## src/rtl/comp_pkg.sv

```systemverilog
// Shared definitions for the magnitude comparators.
// Holds the scan FSM state encoding and the three-flag result encoding
// {LG, EQ, RG}. The ripple comparators use the same result constants.
package comp_pkg;

  typedef enum logic [1:0] {
    IDLE = 2'd0,
    SCAN = 2'd1,
    FIN  = 2'd2
  } state_e;

  localparam logic [2:0] RES_LG   = 3'b100;  // X > Y
  localparam logic [2:0] RES_EQ   = 3'b010;  // X == Y
  localparam logic [2:0] RES_RG   = 3'b001;  // X < Y
  localparam logic [2:0] RES_NONE = 3'b000;  // no compare completed yet

endpackage : comp_pkg

```

## src/rtl/comp_bit_msb.sv

```systemverilog
// One-bit MSB-first compare cell (combinational).
// Ports:
//   x_i, y_i     : operand bits at the current scan position
//   resolved_i   : a difference was already seen at a more significant bit
//   res_i        : result recorded so far
//   res_o        : result after this bit
//   resolved_o   : resolved flag after this bit
// The first differing bit from the top decides; later bits never override it.
module comp_bit_msb
  import comp_pkg::*;
(
  input  logic       x_i,
  input  logic       y_i,
  input  logic       resolved_i,
  input  logic [2:0] res_i,
  output logic [2:0] res_o,
  output logic       resolved_o
);

  always_comb begin
    res_o      = res_i;
    resolved_o = resolved_i;
    if (!resolved_i && (x_i != y_i)) begin
      res_o      = x_i ? RES_LG : RES_RG;
      resolved_o = 1'b1;
    end
  end

endmodule : comp_bit_msb

```

## src/rtl/serial_comp_msb.sv

```systemverilog
// Serial MSB-first magnitude comparator: one bit per clock through a single
// compare cell, result reported as {lg, eq, rg}.
// Ports:
//   clk, rst_n          : clock, asynchronous active-low reset
//   start_i             : compare request, accepted in IDLE or FIN
//   x_i, y_i            : operands, captured on an accepted request
//   busy_o              : high while scanning
//   done_o              : one-cycle pulse, result valid from this cycle
//   lg_out_o/eq_out_o/rg_out_o : X>Y / X==Y / X<Y, held until next result
// Build option: define SERIAL_COMP_EARLY_EXIT_EN to leave the scan on the first
// differing bit; otherwise every compare scans all WIDTH bits (constant time).
module serial_comp_msb
  import comp_pkg::*;
#(
  parameter int unsigned WIDTH = 8
) (
  input  logic             clk,
  input  logic             rst_n,
  input  logic             start_i,
  input  logic [WIDTH-1:0] x_i,
  input  logic [WIDTH-1:0] y_i,
  output logic             busy_o,
  output logic             done_o,
  output logic             lg_out_o,
  output logic             eq_out_o,
  output logic             rg_out_o
);

  localparam int unsigned IDX_W = $clog2(WIDTH);
  localparam logic [IDX_W-1:0] IDX_TOP = IDX_W'(WIDTH - 1);

`ifdef SERIAL_COMP_EARLY_EXIT_EN
  localparam bit EARLY_EXIT = 1'b1;
`else
  localparam bit EARLY_EXIT = 1'b0;
`endif

  state_e           state_q, state_d;
  logic [WIDTH-1:0] x_q, x_d;
  logic [WIDTH-1:0] y_q, y_d;
  logic [IDX_W-1:0] idx_q, idx_d;
  logic [2:0]       res_q, res_d;
  logic             resolved_q, resolved_d;
  logic [2:0]       flags_q, flags_d;
  logic             busy_q, done_q;

  logic [2:0]       cell_res;
  logic             cell_resolved;

  // Operands shift left each scan cycle, so the bit under test is always the MSB.
  comp_bit_msb u_bit (
    .x_i        (x_q[WIDTH-1]),
    .y_i        (y_q[WIDTH-1]),
    .resolved_i (resolved_q),
    .res_i      (res_q),
    .res_o      (cell_res),
    .resolved_o (cell_resolved)
  );

  // Next-state, datapath and result logic.
  always_comb begin
    state_d    = state_q;
    x_d        = x_q;
    y_d        = y_q;
    idx_d      = idx_q;
    res_d      = res_q;
    resolved_d = resolved_q;
    flags_d    = flags_q;

    unique case (state_q)
      IDLE, FIN: begin
        state_d = IDLE;
        if (start_i) begin
          state_d    = SCAN;
          x_d        = x_i;
          y_d        = y_i;
          idx_d      = IDX_TOP;
          res_d      = RES_NONE;
          resolved_d = 1'b0;
        end
      end
      SCAN: begin
        res_d      = cell_res;
        resolved_d = cell_resolved;
        x_d        = {x_q[WIDTH-2:0], 1'b0};
        y_d        = {y_q[WIDTH-2:0], 1'b0};
        if ((idx_q == '0) || (EARLY_EXIT && cell_resolved)) begin
          state_d = FIN;
          flags_d = cell_resolved ? cell_res : RES_EQ;
        end else begin
          idx_d = idx_q - IDX_W'(1);
        end
      end
      default: state_d = IDLE;
    endcase
  end

  // State, datapath and registered outputs.
  always_ff @(posedge clk or negedge rst_n) begin
    if (!rst_n) begin
      state_q    <= IDLE;
      x_q        <= '0;
      y_q        <= '0;
      idx_q      <= '0;
      res_q      <= RES_NONE;
      resolved_q <= 1'b0;
      flags_q    <= RES_NONE;
      busy_q     <= 1'b0;
      done_q     <= 1'b0;
    end else begin
      state_q    <= state_d;
      x_q        <= x_d;
      y_q        <= y_d;
      idx_q      <= idx_d;
      res_q      <= res_d;
      resolved_q <= resolved_d;
      flags_q    <= flags_d;
      busy_q     <= (state_d == SCAN);
      done_q     <= (state_d == FIN);
    end
  end

  assign busy_o   = busy_q;
  assign done_o   = done_q;
  assign lg_out_o = flags_q[2];
  assign eq_out_o = flags_q[1];
  assign rg_out_o = flags_q[0];

endmodule : serial_comp_msb

```

## config.mk

```make
export PLATFORM = sky130hd
export DESIGN_NAME = serial_comp_msb
export DESIGN_NICKNAME = d
export VERILOG_FILES = /design/src/rtl/comp_pkg.sv /design/src/rtl/comp_bit_msb.sv /design/src/rtl/serial_comp_msb.sv
export SDC_FILE = /design/constraint.sdc
export NUM_CORES = 1
export LEC_CHECK = 0
export CAP_MARGIN = 20
export CORE_MARGIN = 1.5
export CORE_UTILIZATION = 51
export DETAILED_ROUTE_END_ITERATION = 7
export GPL_ROUTABILITY_DRIVEN = 1
export PLACE_DENSITY = 0.77
export SETUP_SLACK_MARGIN = 0.15
export SYNTH_ARGS = -nofsm -noshare
export SYNTH_HDL_FRONTEND = slang
export SYNTH_SLANG_ARGS = --single-unit
```

## constraint.sdc

```tcl
create_clock -name clk -period 1.7 [get_ports clk]
set_clock_uncertainty 0.05 [all_clocks]
set_input_delay 0.255 -clock clk [delete_from_list [all_inputs] [get_ports clk]]
set_output_delay 0.255 -clock clk [all_outputs]
set_load 0.01 [all_outputs]
```

==> impl_results.rst, run 1 <==
.. list-table::
   :header-rows: 1

   * - Metric
     - Value
   * - Proportion of layout cells with a drive suffix above 1
     - a little under a tenth
   * - Final wirelength
     - 2760 um
   * - Worst Tran Pin Value
     - 0.441 ns
   * - Overall track demand over capacity in global routing
     - about 20%
   * - Area enclosed by the die boundary
     - just over 3000 um2
   * - Nets in the synthesized netlist
     - roughly 170
   * - Data required time of the critical path
     - approximately 1.4 ns
   * - Comb power frac
     - approximately 45%
   * - Proportion of register bits with asynchronous set or reset after synthesis
     - between 90% and 100%
   * - Area occupied by multi-input gates
     - 568 um2
   * - Dominant cell type by area after synthesis
     - sky130_fd_sc_hd__dfrtp_1
   * - Final hold vios
     - 0
   * - Post-DR wirelength/cell
     - roughly 14 um
   * - Final period utilization
     - 87.0%
   * - Initial cell density of the core
     - 55.5%
   * - Status
     - completed
   * - Mean Syn Cell Area
     - around 10 um2
   * - Multiplexer share of the synthesized area
     - less than 1%
   * - Cell type of the slowest stage on the worst timing path
     - sky130_fd_sc_hd__clkdlybuf4s50_1
   * - Quantity of hold-fixing buffers added after cts
     - 0
   * - Vias per Instance
     - ~5.6
   * - Critical path's top delay family
     - buffers and inverters
   * - Simple-gate share of the synthesized area
     - between 20% and 30%
   * - Area of the mapped netlist
     - about 1400 um2
   * - Maximum number of pins on one net before global-route repair
     - 31
   * - Main combinational cell family by area after synthesis
     - simple AND/OR/NAND/NOR gates
   * - Number of distinct standard cells referenced by the synthesized netlist
     - 33
   * - Largest stage delay on the critical path
     - about 0.53 ns
   * - Number of buffers and inverters on the critical path
     - 1
   * - Post-detailed-route count of antenna-violating nets
     - 0
   * - Site Rows
     - 18
   * - Final number of setup-violating endpoints
     - 0
   * - Leakage power
     - ~0.76 nW
   * - Achievable frequency
     - 676 MHz
   * - Number of antenna violations at the first check in global routing
     - 0
   * - Placed Instances
     - approximately 190
   * - Clock transition at the registers of the reported paths
     - about 0.090 ns
   * - Post-synthesis sequential element count
     - 30
   * - Port Buffer Count
     - 23
   * - Min-Delay Path Class
     - in2async
   * - Number of gates given a new drive strength after cts
     - 1
   * - Flip-flop and latch area
     - approximately 750 um2
   * - I/O Pins
     - 24
   * - Setup TNS after final layout
     - 0 ns
   * - Total via count in the routed design
     - 1120
   * - RSZ-0062 raised after global routing
     - true
   * - Final HPWL DP
     - approximately 2000 um
   * - Wire length of the first global-routing pass
     - 4660 um
   * - Total setup buffers inserted after CTS
     - 0
   * - Final net count
     - around 190
   * - Fraction of synthesized cell area in xor and xnor cells
     - less than 1%
   * - Final hold slack
     - between 0.2 and 0.3 ns
   * - Leading cell types by total area after synthesis
     - sky130_fd_sc_hd__dfrtp_1 53%, sky130_fd_sc_hd__nand2_1 8.2%, sky130_fd_sc_hd__a31oi_1 6.2%
   * - Most repeated cell in the gate-level netlist after synthesis
     - sky130_fd_sc_hd__nand2_1
   * - Placer Congestion
     - ~0.68
   * - PwrDens
     - ~1800 nW/um2
   * - Most used flip-flop cell after synthesis
     - sky130_fd_sc_hd__dfrtp_1
   * - Core footprint
     - roughly 2500 um2
   * - Via count of the first global-routing pass
     - approximately 1100
   * - Die span in y
     - 55.6 um
   * - Post-synthesis to final-layout area growth
     - 19.9%
   * - DRT Pass-1 Iters
     - 4
   * - Number of warnings issued by yosys
     - 0
   * - Number of H-tree branching levels
     - 2
   * - Aggregate global routing overflow
     - 0
   * - Compound-gate portion of the synthesized area
     - between 15 and 20%
   * - Adder-cell share of the synthesized area
     - 1.77%
   * - Max-Slew Margin vs Limit
     - 70.5%
   * - Share of total power in sequential cells
     - 42.9%
   * - Post-synth top area share
     - between 50 and 60%
   * - Final Instance Count excl. Fillers
     - around 200
   * - Type of the worst setup path
     - reg2out
   * - Number of synthesized flops with an enable pin
     - 0
   * - Iter 0 DRT Violations
     - 18
   * - Clock Tree Root
     - sky130_fd_sc_hd__clkbuf_4
   * - Crit path capture type
     - output pin
   * - TritonCTS clock tree
     - built
   * - CP Cell Sequence
     - clkdlybuf4s50_1
   * - Switching pwr
     - approximately 1.2 mW
   * - Clock power share
     - between 10 and 15%
   * - CP Launch Type
     - flip-flop
   * - Switching Share
     - between 30% and 40%
   * - Top post-synthesis cells by count
     - 31 x sky130_fd_sc_hd__nand2_1, 30 x sky130_fd_sc_hd__dfrtp_1, 20 x sky130_fd_sc_hd__nor2_1
   * - Maximum ir drop on the vdd rail
     - about 1 mV
   * - Num CTS Buffers
     - 5
   * - Clock tree buffer depth
     - 2
   * - Pins Over Slew Limit
     - 0
   * - Total number of clock tree sinks
     - 30
   * - Die width
     - approximately 56 um
   * - Clk Latency, worst-skew pair
     - roughly 0.32 ns
   * - Worst Path Max Fanout
     - 1
   * - Post-layout min period
     - between 1 and 1.5 ns
   * - Number of violations of the max-capacitance limit
     - 0
   * - Number of remaining DRC errors
     - 0
   * - Sequential element share of the synthesized area
     - between 50% and 60%
   * - Data arrival time of the critical path
     - approximately 1.2 ns
   * - Filler instances
     - between 150 and 200
   * - Internal power
     - about 1.8 mW
   * - Post-synthesis cell count
     - between 100 and 150
   * - Number of diodes added for antenna fixing
     - 0
## per-stage QoR
| stage | util [%] | worst slack [ns] | instance area [um2] | power (mW) |
|---|---|---|---|---|
| after floorplan | - | 0.342 | 1410 | 2.32 |
| after global placement | 64.5 | 0.223 | 1640 | 2.59 |
| after detailed placement | 64.5 | 0.142 | 1640 | 2.69 |
| after CTS | 66.2 | 0.159 | 1680 | 3.07 |
| after global routing | 66.5 | 0.124 | 1690 | 3.29 |
| final | 66.5 | 0.221 | 1690 | 3.04 |
## path summary, 6_finish.rpt
path	cells after the start	end	slack, ns	start
setup / recovery	1	done_o	0.22	done_o
hold / removal	2	flags_q[2]	0.26	rst_n
max in group asynchronous	2	x_q[1]	1.06	rst_n
setup reg to reg	5	flags_q[1]	0.25	idx_q[0]
min in group clk	1	done_o	0.43	state_q[1]
hold reg to reg	1	done_o	0.43	state_q[1]
## state kept, by name (all words and copies together) (netlist names)
| signal | cells |
|---|---|
| resolved_q | 1 |
| res_q | 3 |
| y_q | 8 |
| idx_q | 3 |
| flags_q | 3 |
| x_q | 8 |
| done_o | 1 |
| busy_o | 1 |
| state_q | 2 |
## power groups by stage
| stage | registers, mW | clock network [mW] | logic (mW) |
|---|---|---|---|
| floorplan | 1.25 | 0 | 1.07 |
| global placement | 1.29 | 0 | 1.30 |
| detailed placement | 1.31 | 0 | 1.38 |
| CTS | 1.30 | 0.398 | 1.38 |
| global route | 1.35 | 0.431 | 1.51 |
| finish | 1.30 | 0.381 | 1.36 |
## layer usage
layer	GRT usage, %	vias to the layer above	routed length [um]
met5	0	-	0
met4	10.8	0	61
met3	5.12	7	132
met2	31.6	33	1350
met1	24.3	531	1220
li1	-	549	-
## kinds of logic (layout without fill, tap and decap cells)
group                    after synthesis  count (layout)
XOR/XNOR                               1               1
buffers and inverters                 13              39
AO/OA/AOI/OAI                         34              34
AND/OR/NAND/NOR                       64              64
flip-flops                            30              30
adder cells (fa/ha/maj)                2               2
multiplexers                           1               1
## area by class of cell
cell class                      count  share of cell area (%)
Tap cell                           30                    2.22
Inverter                            3                   0.666
Timing Repair Buffer               29                    16.5
Clock buffer                        7                    2.66
Sequential cell                    30                    44.4
Multi-Input combinational cell    102                    33.6
## cell usage in the layout, fill, tap and decap left out, drive strengths merged
cell	instances
nand2	31
dfrtp	30
nor2	20
clkdlybuf4s50	20
a31oi	14
clkbuf	7
a21oi	6
buf	6
nand2b	4
inv	3
o21ai	3
nor2b	2
a22o	2
nor3b	2
a211o	2
ha	2
dlymetal6s2s	2
and4bb	1
nor4bb	1
and2b	1
o22ai	1
mux2	1
xor2	1
o21bai	1
a22oi	1
o2bb2ai	1
o211ai	1
o21a	1
nor4b	1
nor3	1
a211oi	1
dlygate4sd2	1
Note: power is estimated with default switching activity, not from simulation.
==> run 2: changes to the inputs <==
Settings changed: PLACE_DENSITY 0.77 to 0.78, SYNTH_HIERARCHICAL from default to 1.
==> run 2 against run 1 <==
Synthesized cell count shrank 12%. Via count down 11%. Sequential power down 10%. Clock power up 9.2%. Sequential share of layout area is 0.23 points lower. Largest power group is now registers. Highest routed layer unchanged.
==> impl_results.rst, run 2 <==
.. list-table::
   :header-rows: 1

   * - Metric
     - Value
   * - Status
     - completed
   * - Post-detailed-route count of antenna-violating nets
     - 0
   * - Final HPWL DP
     - 1660 um
   * - Pins Over Slew Limit
     - 0
   * - Most repeated cell in the gate-level netlist after synthesis
     - sky130_fd_sc_hd__dfrtp_1
   * - Aggregate global routing overflow
     - 0
   * - Leakage power
     - between 0.8 and 0.9 nW
   * - Die width
     - 54.5 um
   * - DRT Pass-1 Iters
     - 4
   * - Final wirelength
     - roughly 2400 um
   * - Setup TNS after final layout
     - 0 ns
   * - Most used flip-flop cell after synthesis
     - sky130_fd_sc_hd__dfrtp_1
   * - Number of violations of the max-capacitance limit
     - 0
   * - Clock Tree Root
     - sky130_fd_sc_hd__clkbuf_4
   * - RSZ-0062 raised after global routing
     - false
   * - Total setup buffers inserted after CTS
     - 0
   * - Comb power frac
     - 40.7%
   * - Data required time of the critical path
     - 1.39 ns
   * - Final number of setup-violating endpoints
     - 0
   * - Number of buffers and inverters on the critical path
     - 1
   * - Quantity of hold-fixing buffers added after cts
     - 0
   * - Top post-synthesis cells by count
     - 30 x sky130_fd_sc_hd__dfrtp_1, 21 x sky130_fd_sc_hd__nand2_1, 14 x sky130_fd_sc_hd__mux2i_1, 14 x sky130_fd_sc_hd__o21ai_1
   * - Initial cell density of the core
     - 54.2%
   * - I/O Pins
     - 24
   * - Post-synthesis to final-layout area growth
     - 25.6%
   * - Final period utilization
     - 87.2%
   * - Final hold vios
     - 0
   * - Maximum ir drop on the vdd rail
     - 1.03 mV
   * - Critical path's top delay family
     - buffers and inverters
   * - Highest-count cells in the layout ignoring fill and taps
     - 30 x sky130_fd_sc_hd__dfrtp_1, 21 x sky130_fd_sc_hd__nand2_1, 19 x sky130_fd_sc_hd__clkdlybuf4s50_1
   * - Number of distinct standard cells referenced by the synthesized netlist
     - 27
   * - Number of remaining DRC errors
     - 0
   * - Crit path capture type
     - output pin
   * - Proportion of register bits with asynchronous set or reset after synthesis
     - between 90% and 100%
   * - Iter 0 DRT Violations
     - 18
   * - Max-Slew Margin vs Limit
     - between 70% and 80%
   * - Number of diodes added for antenna fixing
     - 0
   * - Worst Tran Pin Value
     - 0.372 ns
   * - Area of the mapped netlist
     - 1350 um2
   * - Switching pwr
     - 0.967 mW
   * - Total number of clock tree sinks
     - 30
   * - Total via count in the routed design
     - roughly 1000
   * - Final net count
     - 177
   * - Type of the worst setup path
     - reg2out
   * - Min-Delay Path Class
     - in2async
   * - Largest stage delay on the critical path
     - between 0.5 and 0.6 ns
   * - Mean Syn Cell Area
     - 10.6 um2
   * - Data arrival time of the critical path
     - between 1 and 1.5 ns
   * - Die span in y
     - between 50 and 60 um
   * - Maximum number of pins on one net before global-route repair
     - 31
   * - Clk Latency, worst-skew pair
     - 0.33 ns
   * - Clock tree buffer depth
     - 2
   * - Number of synthesized flops with an enable pin
     - 0
   * - Post-synth top area share
     - a little under three fifths
   * - Internal power
     - about 1.7 mW
   * - Proportion of layout cells with a drive suffix above 1
     - 9.68%
   * - Site Rows
     - 18
   * - Placer Congestion
     - a little under 0.7
   * - PwrDens
     - between 1500 and 2000 nW/um2
   * - Number of antenna violations at the first check in global routing
     - 0
   * - Area enclosed by the die boundary
     - around 3000 um2
   * - Total Power
     - approximately 2.7 mW
   * - Wire length of the first global-routing pass
     - 3800 um
   * - Clock transition at the registers of the reported paths
     - approximately 0.090 ns
   * - Sequential element share of the synthesized area
     - 55.5%
   * - Most common cell after layout, fill and taps aside
     - sky130_fd_sc_hd__dfrtp_1
   * - CP Launch Type
     - flip-flop
   * - Switching Share
     - 36.2%
   * - Cell type of the slowest stage on the worst timing path
     - sky130_fd_sc_hd__clkdlybuf4s50_1
   * - Leading cell types by total area after synthesis
     - sky130_fd_sc_hd__dfrtp_1 55%, sky130_fd_sc_hd__mux2i_1 10%, sky130_fd_sc_hd__nand2_1 5.8%
   * - Port Buffer Count
     - 23
   * - Num CTS Buffers
     - 5
   * - Core footprint
     - 2500 um2
   * - Number of warnings issued by yosys
     - 6
   * - Dominant cell type by area after synthesis
     - sky130_fd_sc_hd__dfrtp_1
   * - TritonCTS clock tree
     - built
   * - Vias per Instance
     - 5.42
   * - Worst Path Max Fanout
     - 1
   * - Largest registers
     - x_q: 8 flops, y_q: 8 flops
   * - Post-synthesis cell count
     - 128
   * - Post-DR wirelength/cell
     - ~13 um
   * - Achievable frequency
     - ~670 MHz
   * - Post-layout min period
     - between 1 and 1.5 ns
   * - Nets in the synthesized netlist
     - ~150
   * - CP Cell Sequence
     - clkdlybuf4s50_1
   * - Overall track demand over capacity in global routing
     - 18.9%
   * - Number of H-tree branching levels
     - 2
   * - Clock power share
     - between 10% and 20%
   * - Share of total power in sequential cells
     - 43.7%
   * - Via count of the first global-routing pass
     - approximately 860
   * - Post-synthesis sequential element count
     - 30
run 2: changes by cell type after synthesis, sizes merged, moves of 2 or more:
cell / previous run / this run
mux2i: 0 / 14
a31oi: 14 / 2
nand3: 0 / 2
a21oi: 6 / 1
a22o: 2 / 6
nor2: 20 / 3
nor3b: 2 / 0
o21ai: 3 / 19
nand2b: 4 / 1
inv: 3 / 7
nand2: 31 / 21
buf: 10 / 6
run 2: area by class of cell:
| type | count | area [um2] |
|---|---|---|
| multi-input cells | 85 | 552 |
| fillers | 198 | 800 |
| inverters | 7 | 26.3 |
| flip-flops and latches | 30 | 751 |
| clock buffers | 6 | 51.3 |
| repair buffers | 27 | 283 |
| well taps | 30 | 37.5 |
run 2: cell families (layout without fill, tap and decap cells):
| family | Yosys count | in the layout | synth area share (%) |
|---|---|---|---|
| compound gates | 33 | 33 | 15.2 |
| mux | 14 | 14 | 10.4 |
| fa+ha+maj | 2 | 2 | 1.85 |
| simple gates | 35 | 35 | 12.1 |
| flops | 30 | 30 | 55.5 |
| buf+inv | 13 | 40 | 4.34 |
| xor+xnor | 1 | 1 | 0.647 |
run 2: routing by layer:
layer | track usage [%] | up-vias | part of all wire, %
li1 | - | 496 | -
met5 | 0 | - | 0
met4 | 8.75 | 0 | 1.9
met1 | 23.4 | 471 | 48
met2 | 27.9 | 28 | 44
met3 | 8.47 | 7 | 6.1
run 2: stage by stage:
step	std cells	hold WS [ns]	setup slack, ns	cell area (um2)	utilization [%]
floorplan	128	-0.0906	0.381	1350	-
global placement	179	0.403	0.151	1640	65.5
detailed placement	179	0.411	0.130	1640	65.5
CTS	185	0.266	0.163	1690	67.5
global route	185	0.305	0.155	1700	68.0
finish	185	0.254	0.218	1700	68.0
run 2: worst paths after layout:
kind	start	endpoint	slack, ns	depth (start not counted)
max	busy_o	busy_o	0.22	1
min	rst_n	done_o	0.25	2
max reg2reg	idx_q[1]	idx_q[1]	0.27	5
min reg2reg	flags_q[0]	flags_q[0]	0.42	2
max in group asynchronous	rst_n	x_q[5]	1.06	2
min in group clk	flags_q[0]	flags_q[0]	0.42	2
run 2: what timing repair did:
item / 4_1_cts / 5_1_grt
endpoints found under the setup margin: 0 / 6
resized for setup: 0 / 5
endpoints found under the hold margin: 0 / 0
run 2: power by group through the flow:
stage	Combinational [mW]	Clock (mW)	Sequential [mW]
floorplan	0.774	0	1.16
global placement	1.07	0	1.17
detailed placement	1.11	0	1.18
CTS	1.11	0.427	1.17
global route	1.22	0.462	1.21
finish	1.09	0.416	1.17
==> run 3: changes to the inputs <==
Settings changed: CORE_MARGIN 1.5 to default.
==> run 3 against run 2 <==
First-iteration DRC count is 22% lower. Global-route usage increased by 2.8 points. Routed wire length rose by 4.6%. Worst setup slack lost 0.012 ns. Non-clock buffer count did not move. Maximum frequency fell by 0.84%. Register-to-register slack got worse by 0.02 ns. Via count decreased by 1.4%. Largest cell class unchanged. Largest power group unchanged. Highest routed layer unchanged.
==> impl_results.rst, run 3 (synthesized netlist as in run 2, its figures left out) <==
.. list-table::
   :header-rows: 1

   * - Metric
     - Value
   * - Status
     - completed
   * - Clk Latency, worst-skew pair
     - around 0.33 ns
   * - Clock transition at the registers of the reported paths
     - approximately 0.090 ns
   * - Post-route worst setup slack
     - 0.205 ns
   * - Data arrival time of the critical path
     - approximately 1.2 ns
   * - Area enclosed by the die boundary
     - 2860 um2
   * - Minimum setup slack after placement
     - about 0.10 ns
   * - Achievable frequency
     - around 670 MHz
   * - Setup TNS after final layout
     - 0 ns
   * - Clock Tree Root
     - sky130_fd_sc_hd__clkbuf_4
   * - Number of violations of the max-capacitance limit
     - 0
   * - Most common cell after layout, fill and taps aside
     - sky130_fd_sc_hd__dfrtp_1
   * - Area occupied by multi-input gates
     - approximately 550 um2
   * - Leakage power
     - just under 0.8 nW
   * - Via count of the first global-routing pass
     - slightly below 1000
   * - Final HPWL DP
     - 1800 um
   * - Final wirelength
     - roughly 2500 um
   * - Largest stage delay on the critical path
     - approximately 0.52 ns
   * - Num CTS Buffers
     - 5
   * - Worst Path Max Fanout
     - 1
   * - Post-layout min period
     - roughly 1.5 ns
   * - Wire length of the first global-routing pass
     - roughly 4100 um
   * - Worst Tran Pin Value
     - roughly 0.38 ns
   * - Die width
     - approximately 54 um
   * - Final period utilization
     - between 80% and 90%
   * - Number of antenna violations at the first check in global routing
     - 0
   * - Crit path capture type
     - output pin
   * - Largest registers
     - x_q: 8 flops, y_q: 8 flops
   * - Number of buffers and inverters on the critical path
     - 1
   * - Highest-count cells in the layout ignoring fill and taps
     - 30 x sky130_fd_sc_hd__dfrtp_1, 21 x sky130_fd_sc_hd__nand2_1, 19 x sky130_fd_sc_hd__clkdlybuf4s50_1
   * - Maximum number of pins on one net before global-route repair
     - 31
   * - Iter 0 DRT Violations
     - 14
   * - Final hold slack
     - ~0.24 ns
   * - Core footprint
     - 2500 um2
   * - Number of remaining DRC errors
     - 0
   * - Pins Over Slew Limit
     - 0
   * - Quantity of hold-fixing buffers added after cts
     - 0
   * - Post-detailed-route count of antenna-violating nets
     - 0
   * - Final net count
     - between 150 and 200
   * - Post-synthesis to final-layout area growth
     - 26.0%
   * - Vias per Instance
     - approximately 5.3
   * - Site Rows
     - 18
   * - Type of the worst setup path
     - reg2out
   * - Critical path's top delay family
     - buffers and inverters
   * - I/O Pins
     - 24
   * - Post-route core utilization
     - about 70%
   * - Final hold vios
     - 0
   * - Number of diodes added for antenna fixing
     - 0
   * - CP Cell Sequence
     - clkdlybuf4s50_1
   * - Total via count in the routed design
     - slightly below 1000
   * - TritonCTS clock tree
     - built
   * - CP Launch Type
     - flip-flop
   * - Die span in y
     - 53.5 um
   * - Clock tree buffer depth
     - 2
   * - Placer Congestion
     - roughly 0.7
   * - RSZ-0062 raised after global routing
     - false
   * - Filler instances
     - between 150 and 200
   * - Cell type of the slowest stage on the worst timing path
     - sky130_fd_sc_hd__clkdlybuf4s50_1
   * - Post-DR wirelength/cell
     - 13.4 um
   * - Aggregate global routing overflow
     - 0
   * - Maximum ir drop on the vdd rail
     - ~0.96 mV
   * - Initial cell density of the core
     - between 50% and 60%
   * - Port Buffer Count
     - 23
   * - Max-Slew Margin vs Limit
     - about 74%
   * - Overall track demand over capacity in global routing
     - between 20 and 25%
   * - Min-Delay Path Class
     - in2async
   * - Total number of clock tree sinks
     - 30
   * - Cell depth of the worst flop-to-flop path
     - 5
   * - Data required time of the critical path
     - approximately 1.4 ns
   * - Flip-flop and latch area
     - around 750 um2
   * - PwrDens
     - 1590 nW/um2
   * - Number of cells on the critical path
     - 1
   * - Final number of setup-violating endpoints
     - 0
   * - DRT Pass-1 Iters
     - 4
   * - Proportion of layout cells with a drive suffix above 1
     - 10.2%
   * - Number of H-tree branching levels
     - 2
## run 3: cell types whose count changed in the layout (fill, tap and decap cells not counted), sizes merged
cell / before / now
dlymetal6s2s: 4 / 3
clkbuf: 6 / 7
dlygate4sd2: 0 / 1
clkinv: 0 / 1
## run 3: final timing paths
| kind | start | end | slack (ns) |
|---|---|---|---|
| max in group asynchronous | rst_n | y_q[7] | 1.07 |
| min in group clk | flags_q[0] | flags_q[0] | 0.42 |
| hold reg to reg | flags_q[0] | flags_q[0] | 0.42 |
| hold / removal | rst_n | flags_q[0] | 0.24 |
| setup / recovery | done_o | done_o | 0.21 |
| setup reg to reg | idx_q[1] | idx_q[1] | 0.25 |
## run 3: area by class of cell
cell class	instances	share of cell area, %
Clock buffer	7	3.23
Clock inverter	1	0.293
Inverter	7	1.54
Multi-Input combinational cell	85	32.4
Sequential cell	30	44.0
Tap cell	30	2.20
Timing Repair Buffer	27	16.4
## run 3: power breakdown
part	total [mW]	switching, mW	internal, mW
sequential	1.17	0.189	0.983
combinational	1.10	0.567	0.529
clock	0.438	0.238	0.200
total	2.71	0.994	1.71
## run 3: timing repair
item,4_1_cts,5_1_grt
endpoints found under the setup margin,1,5
endpoints found under the hold margin,0,0
gates resized for setup,1,4
buffers inserted,0,0
## run 3: routing by layer
layer | track usage, % | share of wire (%) | vias to the layer above
met5 | 0 | 0 | -
met2 | 34.2 | 48 | 23
met3 | 6.03 | 4.3 | 8
met4 | 15.8 | 2.8 | 0
li1 | - | - | 499
met1 | 25.0 | 45 | 458
## run 3: stage by stage
stage,total power [mW],area (um2),cells
after floorplan,1.93,1350,128
after global placement,2.24,1640,179
after detailed placement,2.31,1640,179
after CTS,2.74,1700,187
after global routing,2.92,1710,187
final,2.71,1710,187
